===== config.mk =====
export PLATFORM = sky130hd
export DESIGN_NAME = int_calc_sched_flat
export DESIGN_NICKNAME = d
export VERILOG_FILES = /design/src/rtl/calc_pkg.sv /design/src/rtl/int_calc_sched_if.sv /design/src/rtl/rr_arbiter.sv /design/src/rtl/int_calc_sched.sv /design/src/flat_wrapper.sv
export SDC_FILE = /design/constraint.sdc
export NUM_CORES = 1
export LEC_CHECK = 0
export ABC_AREA = 1
export CORE_MARGIN = 2
export CORE_UTILIZATION = 36
export CTS_CLUSTER_SIZE = 8
export DETAILED_ROUTE_END_ITERATION = 7
export GPL_TIMING_DRIVEN = 0
export PLACE_DENSITY = 0.9
export SETUP_SLACK_MARGIN = 0.2
export SYNTH_ARGS = -nofsm -noshare
export SYNTH_HDL_FRONTEND = slang
export SYNTH_HIERARCHICAL = 1
export SYNTH_SLANG_ARGS = --single-unit

===== constraint.sdc =====
create_clock -name clk -period 2.85 [get_ports clk]
set_input_delay 0.285 -clock clk [delete_from_list [all_inputs] [get_ports clk]]
set_output_delay 0.285 -clock clk [all_outputs]
set_load 0.1 [all_outputs]

===== src/rtl/calc_pkg.sv =====
// Shared integer calculator definitions: op encodings, scheduler FSM states and default width.
// Used by the scheduler, its interface and the calculator datapath.
package calc_pkg;
  localparam int OP_W   = 3;
  localparam int CALC_W = 16;

  typedef enum logic [OP_W-1:0] {
    OP_ADD = 3'b000,
    OP_SUB = 3'b001,
    OP_MUL = 3'b010,
    OP_DIV = 3'b011,
    OP_MOD = 3'b100
  } op_t;

  typedef enum logic [1:0] {
    ST_IDLE = 2'd0,
    ST_WAIT = 2'd1,
    ST_RESP = 2'd2
  } sched_state_t;

  function automatic logic op_legal(input logic [OP_W-1:0] op);
    return op <= OP_MOD;
  endfunction
endpackage


===== src/rtl/int_calc_sched_if.sv =====
// Request/response bundle between client blocks (master) and the calculator scheduler (slave).
interface int_calc_sched_if #(
  parameter int NREQ = 4,
  parameter int W    = 16,
  parameter int IDW  = 2
);
  import calc_pkg::*;

  // A transfer happens on a rising edge where valid and ready are both high; a source
  // keeps valid and its payload steady until that edge, and ready never waits on a later cycle.
  logic [NREQ-1:0]      req_valid;
  logic [NREQ-1:0]      req_ready;
  logic [OP_W*NREQ-1:0] req_op;
  logic [W*NREQ-1:0]    req_a;
  logic [W*NREQ-1:0]    req_b;
  logic                 resp_valid;
  logic                 resp_ready;
  logic [IDW-1:0]       resp_id;
  logic [W-1:0]         resp_data;
  logic                 resp_err;

  modport master (
    output req_valid, req_op, req_a, req_b, resp_ready,
    input  req_ready, resp_valid, resp_id, resp_data, resp_err
  );

  modport slave (
    input  req_valid, req_op, req_a, req_b, resp_ready,
    output req_ready, resp_valid, resp_id, resp_data, resp_err
  );
endinterface


===== src/rtl/rr_arbiter.sv =====
// Combinational round-robin pick: first asserted request at or after ptr, wrapping to 0.
module rr_arbiter #(
  parameter int NREQ = 4,
  parameter int IDW  = 2
) (
  input  logic [NREQ-1:0] req,
  input  logic [IDW-1:0]  ptr,
  output logic [NREQ-1:0] grant,
  output logic [IDW-1:0]  idx,
  output logic            any
);
  logic [IDW-1:0] pos;

  always_comb begin
    grant = '0;
    idx   = '0;
    any   = 1'b0;
    pos   = '0;
    for (int k = 0; k < NREQ; k++) begin
      pos = IDW'((int'(ptr) + k) % NREQ);
      if (!any && req[pos]) begin
        any        = 1'b1;
        grant[pos] = 1'b1;
        idx        = pos;
      end
    end
  end
endmodule


===== src/rtl/int_calc_sched.sv =====
// Round-robin scheduler sharing one integer calculator between NREQ requesters.
// Define CALC_SCHED_STATS_EN to add per-requester completed-response counters (stat_sel/stat_count).
module int_calc_sched
  import calc_pkg::*;
#(
  parameter int NREQ     = 4,
  parameter int W        = CALC_W,
  parameter int CALC_LAT = 2,
  parameter int IDW      = $clog2(NREQ)
) (
  input  logic             clk,
  input  logic             rst_n,
  int_calc_sched_if.slave  bus,
  output logic [OP_W-1:0]  calc_op,
  output logic [W-1:0]     calc_a,
  output logic [W-1:0]     calc_b,
  input  logic [W-1:0]     calc_result,
  output logic             busy,
  output sched_state_t     state_dbg
`ifdef CALC_SCHED_STATS_EN
  ,
  input  logic [IDW-1:0]   stat_sel,
  output logic [15:0]      stat_count
`endif
);
  localparam int CNTW = (CALC_LAT > 1) ? $clog2(CALC_LAT) : 1;

  sched_state_t    state;
  logic [IDW-1:0]  ptr;
  logic [IDW-1:0]  gidx;
  logic [NREQ-1:0] grant;
  logic            any_req;
  logic            accept;
  logic            resp_hs;
  logic            bad_op;
  logic [CNTW-1:0] cnt;
  logic [OP_W-1:0] op_sel;
  logic [W-1:0]    a_sel;
  logic [W-1:0]    b_sel;
  logic            resp_valid_q;
  logic [IDW-1:0]  resp_id_q;
  logic [W-1:0]    resp_data_q;
  logic            resp_err_q;

  rr_arbiter #(.NREQ(NREQ), .IDW(IDW)) u_arb (
    .req   (bus.req_valid),
    .ptr   (ptr),
    .grant (grant),
    .idx   (gidx),
    .any   (any_req)
  );

  assign bus.req_ready = (state == ST_IDLE) ? grant : '0;
  assign accept        = (state == ST_IDLE) && any_req;
  assign resp_hs       = (state == ST_RESP) && bus.resp_ready;

  // Grant is one-hot, so OR-ing the granted slices selects the winner's payload.
  always_comb begin
    op_sel = '0;
    a_sel  = '0;
    b_sel  = '0;
    for (int i = 0; i < NREQ; i++) begin
      if (grant[i]) begin
        op_sel = bus.req_op[i*OP_W +: OP_W];
        a_sel  = bus.req_a[i*W +: W];
        b_sel  = bus.req_b[i*W +: W];
      end
    end
  end

  assign bad_op = !op_legal(op_sel) ||
                  (((op_sel == OP_DIV) || (op_sel == OP_MOD)) && (b_sel == '0));

  always_ff @(posedge clk or negedge rst_n) begin
    if (!rst_n) begin
      state        <= ST_IDLE;
      ptr          <= '0;
      cnt          <= '0;
      calc_op      <= '0;
      calc_a       <= '0;
      calc_b       <= '0;
      resp_valid_q <= 1'b0;
      resp_id_q    <= '0;
      resp_data_q  <= '0;
      resp_err_q   <= 1'b0;
    end else begin
      case (state)
        ST_IDLE: begin
          if (accept) begin
            ptr       <= (gidx == IDW'(NREQ-1)) ? '0 : gidx + 1'b1;
            resp_id_q <= gidx;
            if (bad_op) begin
              // Calculator is left untouched; answer straight away with the error code.
              resp_err_q   <= 1'b1;
              resp_data_q  <= (op_sel == OP_DIV) ? '1 : '0;
              resp_valid_q <= 1'b1;
              state        <= ST_RESP;
            end else begin
              calc_op <= op_sel;
              calc_a  <= a_sel;
              calc_b  <= b_sel;
              cnt     <= CNTW'(CALC_LAT-1);
              state   <= ST_WAIT;
            end
          end
        end
        ST_WAIT: begin
          if (cnt == '0) begin
            resp_data_q  <= calc_result;
            resp_err_q   <= 1'b0;
            resp_valid_q <= 1'b1;
            state        <= ST_RESP;
          end else begin
            cnt <= cnt - 1'b1;
          end
        end
        ST_RESP: begin
          if (bus.resp_ready) begin
            resp_valid_q <= 1'b0;
            state        <= ST_IDLE;
          end
        end
        default: state <= ST_IDLE;
      endcase
    end
  end

  assign bus.resp_valid = resp_valid_q;
  assign bus.resp_id    = resp_id_q;
  assign bus.resp_data  = resp_data_q;
  assign bus.resp_err   = resp_err_q;
  assign busy           = (state != ST_IDLE);
  assign state_dbg      = state;

`ifdef CALC_SCHED_STATS_EN
  logic [15:0] stat_cnt [NREQ];

  always_ff @(posedge clk or negedge rst_n) begin
    if (!rst_n) begin
      for (int i = 0; i < NREQ; i++) stat_cnt[i] <= '0;
    end else if (resp_hs && (stat_cnt[resp_id_q] != 16'hFFFF)) begin
      stat_cnt[resp_id_q] <= stat_cnt[resp_id_q] + 16'd1;
    end
  end

  assign stat_count = stat_cnt[stat_sel];
`endif
endmodule


===== src/flat_wrapper.sv =====
// flat-port wrapper written by rule: the top's interface ports become plain ports
module int_calc_sched_flat import calc_pkg::*;
#(
  parameter int NREQ     = 4,
  parameter int W        = CALC_W,
  parameter int CALC_LAT = 2,
  parameter int IDW      = $clog2(NREQ)
)
  (clk, rst_n, calc_op, calc_a, calc_b, calc_result, busy, state_dbg, bus_req_valid, bus_req_op, bus_req_a, bus_req_b, bus_resp_ready, bus_req_ready, bus_resp_valid, bus_resp_id, bus_resp_data, bus_resp_err);
  int_calc_sched_if #(.NREQ(NREQ), .W(W), .IDW(IDW)) bus_i ();
  input  logic clk;
  input  logic rst_n;
  output logic [OP_W-1:0] calc_op;
  output logic [W-1:0] calc_a;
  output logic [W-1:0] calc_b;
  input  logic [W-1:0] calc_result;
  output logic busy;
  output sched_state_t state_dbg;
  input wire logic [$bits(bus_i.req_valid)-1:0] bus_req_valid;
  input wire logic [$bits(bus_i.req_op)-1:0] bus_req_op;
  input wire logic [$bits(bus_i.req_a)-1:0] bus_req_a;
  input wire logic [$bits(bus_i.req_b)-1:0] bus_req_b;
  input wire logic [$bits(bus_i.resp_ready)-1:0] bus_resp_ready;
  output wire logic [$bits(bus_i.req_ready)-1:0] bus_req_ready;
  output wire logic [$bits(bus_i.resp_valid)-1:0] bus_resp_valid;
  output wire logic [$bits(bus_i.resp_id)-1:0] bus_resp_id;
  output wire logic [$bits(bus_i.resp_data)-1:0] bus_resp_data;
  output wire logic [$bits(bus_i.resp_err)-1:0] bus_resp_err;
  assign bus_i.req_valid = bus_req_valid;
  assign bus_i.req_op = bus_req_op;
  assign bus_i.req_a = bus_req_a;
  assign bus_i.req_b = bus_req_b;
  assign bus_i.resp_ready = bus_resp_ready;
  assign bus_req_ready = bus_i.req_ready;
  assign bus_resp_valid = bus_i.resp_valid;
  assign bus_resp_id = bus_i.resp_id;
  assign bus_resp_data = bus_i.resp_data;
  assign bus_resp_err = bus_i.resp_err;
  int_calc_sched #(.NREQ(NREQ), .W(W), .CALC_LAT(CALC_LAT), .IDW(IDW)) u_core (.clk(clk), .rst_n(rst_n), .bus(bus_i), .calc_op(calc_op), .calc_a(calc_a), .calc_b(calc_b), .calc_result(calc_result), .busy(busy), .state_dbg(state_dbg));
endmodule

==> impl_metrics.yaml <==
grt:
  grt_pass1_wl_um: 27100
  gr-total-overflow: 0
  grt_antenna_before_repair: 0
  grt_start_max_net_pins: 41
  grt_usage: 0.274
  grt_pass1_vias: 5512
die:
  core-area_sq_mm: 0.0114
  start_util: 0.367
  rows: 39
  ios: 225
  dieWidth_um: 112
  die_height_um: 112
  dieArea_sq_mm: 0.0125
drt:
  vias_per_cell: 5.19
  route.detailed.drc: 0
  routedWlPerCell_um: 16.7
  first_pass_iters: 5
  dr.first_iter.drc_count: 411
  vias: 5563
  ant_nets: 0
  routed_wirelength_um: 17800
sta:
  max_freq_ghz: 0.312
  rsz0062_at_grt: "true"
  slew_violations: 0
  fin_crit_ps: 3210
  hold_viol: 0
  setup_slack_ps: -357
  finClkSkew_ps: 5.95
  relSlewSlack: 0.315
  tightest_slew_ps: 1020
  period_share: 1.13
  hold_slack_ps: 456
  setup_viol: 56
setup_path:
  r2r-start: "u_core/ptr[0]$_DFFE_PN0P_"
  end_kind: "flip-flop"
  critical_path_class: "reg2reg"
  r2r-end: "u_core/calc_b[1]$_DFFE_PN0P_"
  critPathLaunchType: "flip-flop"
  r2r_slack_ps: -360
  cp.required_ps: 3090
  cp.arrival_ps: 3450
  path_max_fanout: 8
  reg2reg_depth: 24
clock_tree:
  clkSinkCount: 60
  numCtsBuffers: 9
  clk_latency_ps: 320
  cts_buffer_depth: 2
  root_buffer: "clkbuf_16"
  tritoncts: "done"
  clk_pin_slew_worst_paths_ps: 60
  htreeDepth: 3
logic_synthesis:
  yosysSeqAreaShare: 0.360
  syn_avg_cell_area_sq_um: 6.73
  synth.cell_area_sq_mm: 0.00417
  syn_nets: 789
  syn_inst: 620
  ys_types: 30
  synth_top_area_cell: "dfrtp_1"
  synth_area_leaders: "dfrtp_1 36%, nand2_1 22%, o21ai_1 4.9%, nand3_1 4.7%, nor2_1 4.2%"
  synth_top_area_share: 0.360
  yosysWarnings: 6
  ys_seq_elements: 60
cells_and_area:
  regArea_sq_mm: 0.00150
  layout_common_cells: "218 x clkdlybuf4s50_1, 177 x nand2_1, 71 x nand2_2, 58 x dfrtp_1, 43 x buf_4"
  nets: 1092
  syn_to_final_growth_pct: 99.6
  drive_above_1_share: 0.278
  layout_commonest_cell: "clkdlybuf4s50_1"
  antenna_cells: 0
  multiInputGateArea_sq_mm: 0.00285
  fill_cells: 807
placement:
  place_hpwl_um: 11800
  gp_congestion: 0.927
  io_buffers: 224
job:
  drv_cap: 0
outcome:
  outcome: "finished, violations left"
  violations: "negative setup slack"
hold_path:
  hold_class: "in2async"
## synthesized netlist by cell type (all sizes together)
library cell  number
inv               36
nand2            252
a21boi             4
clkbuf            10
and2               1
a22oi             16
mux2i             16
o31ai              1
nand4              8
nand3             44
nand3b             1
dfrtp             60
o21bai             1
a21oi             28
nor2              52
o211ai             1
buf               25
ha                 6
o21ai             58
## repair_timing
item,CTS,global route
setup buffers,43,12
pin swaps,21,16
cloned,8,3
hold buffers,1,0
hold endpoints to repair,20,0
setup endpoints to repair,61,64
gates resized for setup,127,105
## per-stage QoR
| stage | setup TNS [ps] | area [sq um] | worst slack [ps] | instances | utilization |
|---|---|---|---|---|---|
| after global placement | -66710 | 6680 | -765 | 987 | 0.588 |
| after detailed placement | -41160 | 6700 | -780 | 988 | 0.589 |
| final | -16990 | 8320 | -357 | 1071 | 0.732 |
| after global routing | -27150 | 8320 | -533 | 1071 | 0.732 |
| after floorplan | -517 | 4260 | -25.4 | 620 | - |
| after CTS | -10130 | 7830 | -218 | 1056 | 0.688 |
## layer usage
metal	share of wire	global-route usage
met1	0.38	0.319
met2	0.51	0.482
met3	0.076	0.0506
met4	0.035	0.137
met5	0	0
## worst max-delay path by stage
| stage | start | end | slack (ps) | depth (start not counted) |
|---|---|---|---|---|
| floorplan | u_core/ptr[0]$_DFFE_PN0P_ | u_core/bus.resp_data[11]$_DFFE_PN0P_ | -30 | 25 |
| CTS | u_core/ptr[0]$_DFFE_PN0P_ | u_core/calc_op[2]$_DFFE_PN0P_ | -220 | 26 |
| detailed placement | bus_req_valid[3] | u_core/calc_b[10]$_DFFE_PN0P_ | -780 | 22 |
| global route | u_core/ptr[0]$_DFFE_PN0P_ | u_core/calc_b[1]$_DFFE_PN0P_ | -530 | 24 |
| global placement | bus_req_valid[3] | u_core/calc_op[0]$_DFFE_PN0P_ | -760 | 18 |
| finish | u_core/ptr[0]$_DFFE_PN0P_ | u_core/calc_b[1]$_DFFE_PN0P_ | -360 | 24 |
## registers in the layout (all words and copies together) (netlist names)
signal                 count
u_core/bus.resp_data      16
u_core/bus.resp_err        1
u_core/bus.resp_id         2
u_core/bus.resp_valid      1
u_core/calc_a             16
u_core/calc_b             16
u_core/calc_op             3
u_core/cnt                 1
u_core/ptr                 2
u_core/state_dbg           2
## kinds of logic (layout without fill, tap and decap cells)
family	after synthesis	after routing	share of synthesized area
compound gates	109	109	0.146
fa+ha+maj	6	6	0.0180
buf+inv	71	377	0.0765
flops	60	60	0.360
mux	16	16	0.0384
simple gates	358	360	0.362
## final cells by class
| cell class | instances | area share |
|---|---|---|
| inverters | 36 | 0.0192 |
| well taps | 143 | 0.0215 |
| clock buffers | 10 | 0.0275 |
| flip-flops and latches | 60 | 0.181 |
| repair buffers | 290 | 0.354 |
| plain buffers | 35 | 0.0404 |
| multi-input cells | 491 | 0.343 |
| clock inverters | 6 | 0.0134 |
## critical path, cell delays in order, from the launching register on
cell and delay [ps]:
dfrtp_2 420, clkinv_4 100, ha_4 300, inv_4 50, nand2_2 50, nand2_2 60
nor2_4 120, buf_6 140, nand3_1 100, nand3_2 110, buf_6 130, inv_6 40
buf_6 120, nor2_1 110, nor2_1 70, nand2_1 100, nand2_2 90, nor2_4 90
nand2_2 70, nor2_4 160, nand3_4 140, nand3_4 130, bufbuf_16 280, nand2_1 70
o21ai_1 90
Power is not shown: default switching activity piles up to over one toggle a cycle in this logic, so the estimate is an artifact.
==> edit (config.mk and constraints unchanged) <==
`CALC_LAT` is set to 2 in 2 places; all go to 1.
--- a/src/rtl/int_calc_sched.sv
+++ b/src/rtl/int_calc_sched.sv
@@ -7,3 +7,3 @@
   parameter int W        = CALC_W,
-  parameter int CALC_LAT = 2,
+  parameter int CALC_LAT = 1,
   parameter int IDW      = $clog2(NREQ)
--- a/src/flat_wrapper.sv
+++ b/src/flat_wrapper.sv
@@ -5,3 +5,3 @@
   parameter int W        = CALC_W,
-  parameter int CALC_LAT = 2,
+  parameter int CALC_LAT = 1,
   parameter int IDW      = $clog2(NREQ)
Function: changed (Yosys sat finds a counterexample within 4 cycles, from zero or initial values and one cycle with rst_n low).
==> edit against the unedited design <==
- the run still ends with setup timing left
- final cell count decreased by 3.0%
- sequential cell count shrank 1
- area after synthesis down 2.0%
- worst setup slack improved by 0.079 ns
- cell area down 4.2%
- global-route usage down 1.4 points
- hold slack gained 0.016 ns
- wire length fell by 7.5%
- synthesized cell count decreased by 1.3%
- highest routed layer unchanged
Power is not shown: default switching activity piles up to over one toggle a cycle in this logic, so the estimate is an artifact.
==> edit: results (changes against the unedited design) <==
[metrics] met2 global-route usage: 46.2% (was 48.2%)
[metrics] Final #Nets: 1063 (was 1092)
[metrics] multiplexer share of the synthesized area: 3.92% (was 3.84%)
[metrics] arrival time of the worst setup path: 3.34 ns (was 3.45 ns)
[metrics] mean cell area of the mapped netlist: 6.68 µm² (was 6.73 µm²)
[metrics] detailed-routing wirelength on met1: 6570 µm (was 6750 µm)
[metrics] DR top layer: met4 (unchanged)
[metrics] Setup TNS: -13.08 ns (was -16.99 ns)
[metrics] fillcell total: 845 (was 807)
[metrics] cell area after placement: 6630 µm² (was 6700 µm²)
[metrics] path type of the worst min-delay path: flop to flop (was input pin to async pin)
[metrics] worst setup slack after placement: -0.741 ns (was -0.780 ns)
[metrics] fraction of met1 tracks used by global routing: 31.1% (was 31.9%)
[metrics] post-synthesis share of cell area spent on full adders, half adders and majority gates: 1.84% (was 1.80%)
[metrics] via count: 5295 (was 5563)
[metrics] worst path setup slack after routing: -0.278 ns (was -0.357 ns)
[metrics] placed insts: 977 (was 988)
[metrics] violated checks: setup timing (unchanged)
[metrics] Min-Delay Path Depth: 2
[metrics] dominant cells by area after synthesis: dfrtp_1, nand2_1, nor2_1 (was dfrtp_1, nand2_1, o21ai_1)
[metrics] Resized cells post-CTS: 136 (was 127)
[metrics] Met3 Wirelength: 1060 µm (was 1360 µm)
[metrics] outcome: complete, but fails checks (unchanged)
[metrics] fraction of the mapped netlist area in compound gates: 12.6% (was 14.6%)
[metrics] final design utilization: 72.9% (was 73.2%)
[metrics] total routing usage reported by global routing: 26.0% (was 27.4%)
[metrics] number of DRC violations after detailed-routing iteration 0: 278 (was 411)
[metrics] Slew HR: 30.7% (was 31.5%)
[metrics] final weighted congestion in routability-driven placement: 0.907 (was 0.927)
[metrics] largest net degree at the start of global routing: 38 (was 41)
[metrics] Finish-stage setup viols: 55 (was 56)
[metrics] wire length of the first global-routing pass: 26000 µm (was 27100 µm)
[metrics] Detailed Place HPWL: 11700 µm (was 11800 µm)
[metrics] number of nets in the synthesized netlist: 781 (was 789)
[metrics] share of cells above drive strength 1: 25.5% (was 27.8%)
[metrics] number of cells in the finished layout apart from fillers: 1039 (was 1071)
[metrics] routed length per placed instance: 15.9 µm (was 16.7 µm)
[metrics] share of the yosys chip area belonging to registers: 36.1% (was 36.0%)
[metrics] buffers inserted during post-CTS setup optimization: 28 (was 43)
[metrics] grt met3 use: 4.94% (was 5.06%)
[metrics] length of routed met2 wiring: 8300 µm (was 9110 µm)
[metrics] most numerous cell types in the synthesized netlist: nand2_1, dfrtp_1, nor2_1 (unchanged)
[edit: cell types whose count changed after synthesis, sizes merged, moves of 2 or more]
cell   change
nand3      -2
nor2       +3
inv       -16
nand2     +29
buf        -2
o21ai     -20
a21oi      +2
[edit: final timing paths]
kind	from	to	slack, ns
max in group asynchronous	rst_n	u_core/calc_a[11]	1.77
worst min-delay path	u_core/calc_b[4]	u_core/calc_b[4]	0.47
worst min register to register	u_core/calc_b[4]	u_core/calc_b[4]	0.47
min in group asynchronous	rst_n	u_core/bus.resp_data[9]	0.49
worst max-delay path	u_core/ptr[0]	u_core/bus.resp_data[1]	-0.28
worst max register to register	u_core/ptr[0]	u_core/bus.resp_data[1]	-0.28
[edit: final cells by class]
type / count / share of cell area [%]
Inverter: 21 / 1.43
Tap cell: 140 / 2.20
Multi-Input combinational cell: 499 / 35.0
Sequential cell: 59 / 18.5
Clock buffer: 9 / 2.82
Timing Repair Buffer: 271 / 34.8
Buffer: 33 / 4.14
Clock inverter: 7 / 1.07
